$ cat config.mk
export PLATFORM = sky130hd
export DESIGN_NAME = mem_buffer_loader
export DESIGN_NICKNAME = d
export VERILOG_FILES = /design/src/rtl/amadeus_pkg.sv /design/src/rtl/mem_buffer_loader.sv
export SDC_FILE = /design/constraint.sdc
export NUM_CORES = 1
export LEC_CHECK = 0
export BUFFER_PORTS_ARGS = -buffer_cell sky130_fd_sc_hd__buf_2
export CAP_MARGIN = 5
export CORE_MARGIN = 2
export CORE_UTILIZATION = 56
export CTS_CLUSTER_DIAMETER = 50
export DETAILED_ROUTE_END_ITERATION = 16
export PLACE_DENSITY = 0.86
export SLEW_MARGIN = 25
export SYNTH_ARGS = -nofsm -noshare
export SYNTH_HDL_FRONTEND = slang
export SYNTH_SLANG_ARGS = --single-unit
$ cat constraint.sdc
create_clock -name clk -period 4.9 [get_ports clk]
set_input_delay 0 -clock clk [delete_from_list [all_inputs] [get_ports clk]]
set_output_delay 0 -clock clk [all_outputs]
set_load 0.05 [all_outputs]
$ cat src/rtl/amadeus_pkg.sv
// -----------------------------------------------------------------------------
// amadeus_pkg
// Shared types and constants for the amadeus accelerator datapath blocks.
//   - loader_state_e : state encoding of the memory-to-buffer fetch engine
//   - MEM_WORD_BYTES : bytes moved per memory word (address stride)
//   - LOADER_LEN_W   : width of transfer word counts
// The two memory-geometry macros fall back to a 32-bit byte address and a
// 4-byte memory word when the build does not provide them.
// -----------------------------------------------------------------------------
`ifndef MEM_BANDWIDTH
`define MEM_BANDWIDTH 4
`endif
`ifndef MEM_ADDR_SIZE
`define MEM_ADDR_SIZE 32
`endif

package amadeus_pkg;

    localparam int MEM_WORD_BYTES = `MEM_BANDWIDTH;
    localparam int LOADER_LEN_W   = 16;

    typedef enum logic [1:0] {
        IDLE = 2'd0,
        REQ  = 2'd1,
        WR   = 2'd2,
        DONE = 2'd3
    } loader_state_e;

endpackage

$ cat src/rtl/mem_buffer_loader.sv
// -----------------------------------------------------------------------------
// mem_buffer_loader
// Moves num_words consecutive memory words, starting at byte address
// start_addr, into an on-chip buffer starting at index buf_base. One read is
// outstanding at a time; each returned word is held until the buffer accepts
// it.
//
// Ports
//   clk, rst_n          : clock, asynchronous active-low reset
//   start               : launch a transfer (honoured only while idle)
//   start_addr          : first memory byte address   (sampled with start)
//   num_words           : words to move, 0 allowed    (sampled with start)
//   buf_base            : first buffer index          (sampled with start)
//   busy                : transfer in progress, including the done cycle
//   done                : one-cycle completion pulse
//   mem_addr/mem_read   : read request, held until mem_valid
//   mem_read_data       : read data, qualified by mem_valid
//   mem_valid           : read data valid (ignored unless requesting)
//   buf_wr_en/_addr/_data : buffer write, held until buf_ready
//   buf_ready           : buffer accepts the write this cycle
// -----------------------------------------------------------------------------
module mem_buffer_loader
    import amadeus_pkg::*;
#(
    parameter int ADDR_W = `MEM_ADDR_SIZE,
    parameter int DATA_W = `MEM_BANDWIDTH * 8,
    parameter int LEN_W  = LOADER_LEN_W,
    parameter int BUF_AW = 10
) (
    input  logic              clk,
    input  logic              rst_n,
    input  logic              start,
    input  logic [ADDR_W-1:0] start_addr,
    input  logic [LEN_W-1:0]  num_words,
    input  logic [BUF_AW-1:0] buf_base,
    output logic              busy,
    output logic              done,
    output logic [ADDR_W-1:0] mem_addr,
    output logic              mem_read,
    input  logic [DATA_W-1:0] mem_read_data,
    input  logic              mem_valid,
    output logic              buf_wr_en,
    output logic [BUF_AW-1:0] buf_wr_addr,
    output logic [DATA_W-1:0] buf_wr_data,
    input  logic              buf_ready
);

    loader_state_e     state_q, state_d;
    logic [ADDR_W-1:0] addr_q,  addr_d;   // current memory byte address
    logic [BUF_AW-1:0] idx_q,   idx_d;    // current buffer index
    logic [DATA_W-1:0] hold_q,  hold_d;   // word waiting to be written
    logic [LEN_W-1:0]  num_q,   num_d;    // latched transfer length
    logic [LEN_W-1:0]  cnt_q,   cnt_d;    // words written so far
    logic [LEN_W-1:0]  cnt_inc;

    assign cnt_inc = cnt_q + LEN_W'(1);

    always_comb begin
        // NOTE: every signal driven here gets its hold value first, so no path
        // through the case can leave one unassigned and infer a latch.
        state_d = state_q;
        addr_d  = addr_q;
        idx_d   = idx_q;
        hold_d  = hold_q;
        num_d   = num_q;
        cnt_d   = cnt_q;

        case (state_q)
            IDLE: begin
                if (start) begin
                    addr_d  = start_addr;
                    idx_d   = buf_base;
                    num_d   = num_words;
                    cnt_d   = '0;
                    // A zero-length request completes without touching memory.
                    state_d = (num_words == '0) ? DONE : REQ;
                end
            end
            REQ: begin
                if (mem_valid) begin
                    hold_d  = mem_read_data;
                    state_d = WR;
                end
            end
            WR: begin
                if (buf_ready) begin
                    cnt_d   = cnt_inc;
                    // Both pointers wrap naturally at their register widths.
                    addr_d  = addr_q + ADDR_W'(MEM_WORD_BYTES);
                    idx_d   = idx_q + BUF_AW'(1);
                    state_d = (cnt_inc == num_q) ? DONE : REQ;
                end
            end
            DONE: begin
                state_d = IDLE;
            end
            default: begin
                state_d = IDLE;
            end
        endcase
    end

    // NOTE: state registers use non-blocking assignments so every flop samples
    // the pre-edge values of the others, independent of statement order.
    always_ff @(posedge clk or negedge rst_n) begin
        if (!rst_n) begin
            state_q <= IDLE;
            addr_q  <= '0;
            idx_q   <= '0;
            hold_q  <= '0;
            num_q   <= '0;
            cnt_q   <= '0;
        end else begin
            state_q <= state_d;
            addr_q  <= addr_d;
            idx_q   <= idx_d;
            hold_q  <= hold_d;
            num_q   <= num_d;
            cnt_q   <= cnt_d;
        end
    end

    // Outputs are pure decodes of registered state, so request and write
    // qualifiers stay glitch-free and stable for the whole handshake.
    assign busy        = (state_q != IDLE);
    assign done        = (state_q == DONE);
    assign mem_read    = (state_q == REQ);
    assign buf_wr_en   = (state_q == WR);
    assign mem_addr    = addr_q;
    assign buf_wr_addr = idx_q;
    assign buf_wr_data = hold_q;

endmodule

==> impl_metrics.json <==
{
  "post_cts_buffers": 0,
  "cp_num_buf_inv": 4,
  "yosys_most_used_dff": "dfrtp_1",
  "grt_max_degree": 71,
  "first_global_vias": 6128,
  "worstSetupEndpointType": "flop",
  "finalSetupTns_ns": 0,
  "clock.fmax_mhz": 266.5,
  "drt-initial-drc-count": 726,
  "syn-cell-area_um2": 5809,
  "holdCritStartpoint": "start_addr[20]",
  "drtAntennaViolNets": 0,
  "cts.clk_slew.worst_paths_ns": 0.11,
  "ir_drop_uv": 574.4,
  "fin_crit_ns": 3.752,
  "seq_area_frac_synth": 0.4652,
  "core_um2": 10180,
  "finalSetupViolations": 0,
  "io_buffers": 172,
  "first_pass_iters": 8,
  "drc": 0,
  "n_antenna_cell": 0,
  "area_delta_synth_final_pct": 34.50,
  "h-tree-depth": 3,
  "arrival_ns": 4.05,
  "worst_pin_slew_ns": 0.8865,
  "cts_tree": "done",
  "place_area_um2": 6713,
  "hp-class": "input pin to flop",
  "cts_made_buffers": 9,
  "postLayoutSetupSlackWorst_ns": 1.148,
  "power_density_nw_per_um2": 669.6,
  "status": "finished clean",
  "dp_hpwl_um": 11330,
  "start_kind": "flop",
  "vias_per_cell": 6.122,
  "cts_resized": 0,
  "die_h_um": 105.9,
  "rrSetupSlack_ns": 1.15,
  "core.rowCount": 37,
  "p_total_mw": 5.232,
  "postSynthCellCount": 635,
  "yosysWarnings": 0,
  "dr_total_vias": 6208,
  "wirelength_um": 19420,
  "die-area_um2": 11200,
  "yosysTopAreaCell": "dfrtp_1",
  "whs_path_depth": 4,
  "maxSlewHeadroom": 0.4090,
  "cts_hold_buf": 86,
  "rsz0062_at_grt": "false",
  "cp.depth": 9,
  "grt_pass1_wl_um": 31090,
  "whs_endpoint": "mem_addr[20]",
  "cpPeakStageDelay_ns": 0.85,
  "synthTopCellsByArea": "dfrtp_1, nand2_1, mux2_2",
  "netlist-cell-type-count": 68,
  "p_leak_nw": 3.559,
  "cp_max_fo": 70,
  "rr_worst_depth": 9,
  "crit_chain": "nand2b_1 > buf_4 > inv_2 > buf_4 > nand2_1 > nand2_1 > buf_4 > nand2_1 > o2bb2ai_1",
  "synthArstFlopShare": 1.000,
  "synth_edf_count": 0,
  "critical_path_class": "flop to flop",
  "die_x_um": 105.9,
  "initial_core_util": 0.5704,
  "cts.sinks": 108,
  "antenna_found_initial": 0,
  "synth-seq-cells": 108,
  "finClkSkew_ns": 0.01432,
  "cp_top_family": "simple AND/OR/NAND/NOR gates",
  "avgSynthCellArea_um2": 9.149,
  "grt_usage": 0.3543,
  "final_util": 0.7672,
  "fillCellCount": 676,
  "cap_violations": 0,
  "worstReg2RegStart": "state_q[0]",
  "clk_path_buf_depth": 2,
  "final_max_slew_viol_count": 0,
  "cts_root_buf": "clkbuf_8",
  "critical-path-slowest-cell": "nand2_1",
  "hold_violations": 0,
  "synth_top_area_share": 0.4652,
  "postLayoutCellArea_um2": 7814,
  "syn_nets": 733,
  "nets": 971,
  "clk_latency_ns": 0.40,
  "grt_overflow": 0,
  "num_io_pins": 173,
  "wire_per_inst_um": 19.15,
  "finalCritPeriodShare": 0.7657,
  "worstPathRequired_ns": 5.20,
  "final_layout_size_suffix_gt1_frac": 0.2825,
  "dp_slack_ns": 1.331,
  "r2r-end": "mem_addr[9]",
  "gp_congestion": 0.9660
}
-- worst register-to-register path, cell delays in order, from the launching register on --
cell and delay [ns]:
dfrtp_1 0.47, nand2b_1 0.18, buf_4 0.25, inv_2 0.15, buf_4 0.54, nand2_1 0.61, nand2_1 0.86, buf_4 0.38
nand2_1 0.10, o2bb2ai_1 0.13
-- cells in the mapped netlist, types with 3 or more instances --
library cell / count
nand2_1: 109
dfrtp_1: 108
a21oi_1: 57
o21ai_0: 53
nor2_1: 43
mux2_2: 32
nand3_1: 25
clkbuf_1: 24
o22ai_1: 15
xnor2_1: 15
nand4_1: 11
and3_1: 10
and2_1: 8
inv_1: 8
nor3_1: 7
nor4_1: 7
xor2_1: 7
a31oi_1: 6
buf_2: 5
or3_1: 5
o22a_1: 4
o31ai_1: 4
o41ai_1: 4
a2bb2oi_1: 3
a311oi_1: 3
buf_1: 3
buf_4: 3
ha_1: 3
-- metal layers --
metal	vias to the layer above	share of wire	global-route usage
li1	2764	-	-
met1	2950	0.39	0.4501
met2	419	0.49	0.5917
met3	75	0.081	0.07669
met4	0	0.035	0.1410
met5	-	0	0
-- final cells by class --
type	count	area, µm²	area share
multi-input cells	480	2898	0.3709
flip-flops and latches	108	2703	0.3459
repair buffers	265	1789	0.2290
inverters	9	33.78	0.004323
clock inverters	7	96.34	0.01233
well taps	136	170.2	0.02178
clock buffers	9	123.9	0.01585
-- power by group --
part	internal, mW	switching [mW]
clock	0.291	0.331
sequential	1.28	0.402
combinational	0.829	2.10
total	2.39	2.84
-- sequential cells by signal, indices dropped and copies added (netlist names) --
signal       cells
buf_wr_data     32
mem_addr        32
cnt_q           16
num_q           16
buf_wr_addr     10
state_q          2
-- metrics by stage --
stage,hold slack [ns],std cells
CTS,0.005589,1013
floorplan,-0.2956,635
finish,0.01488,1014
global placement,0.1594,911
global route,0.03106,1014
detailed placement,0.1771,911
-- kinds of logic (layout without fill, tap and decap cells) --
kind of cell             count (synthesis)  after routing  synth area share
adder cells (fa/ha/maj)                  3              3          0.006462
XOR/XNOR                                22             22           0.03317
AND/OR/NAND/NOR                        249            249            0.2132
buffers and inverters                   47            290           0.03769
flip-flops                             108            108            0.4652
AO/OA/AOI/OAI                          173            173            0.1805
multiplexers                            33             33           0.06375
-- worst max-delay path by stage --
stage                      from            to  slack (ns)
global placement     state_q[0]   mem_addr[9]        1.47
detailed placement   state_q[0]   mem_addr[9]        1.33
finish               state_q[0]   mem_addr[9]        1.15
CTS                  state_q[0]   mem_addr[9]        1.32
global route         state_q[0]   mem_addr[9]        0.92
floorplan           mem_addr[2]  mem_addr[30]        2.59
-- cell usage in the layout (no fill, tap or decap), types with 3 or more instances in the layout --
cell / instances
nor3_1: 6
nor2_1: 43
nor4_1: 7
buf_4: 7
a311oi_1: 3
o31ai_1: 4
ha_1: 3
and3_1: 10
buf_2: 171
a2bb2oi_1: 3
and2_1: 8
xor2_1: 7
nand4_1: 11
dlygate4sd3_1: 86
a31oi_1: 6
o41ai_1: 4
o22ai_1: 15
or3_1: 5
dfrtp_1: 108
nand2_1: 109
a21oi_1: 57
o21ai_0: 53
clkbuf_8: 9
inv_1: 8
mux2_2: 32
nand3_1: 25
o22a_1: 4
xnor2_1: 15
(Power assumes the default switching activity.)
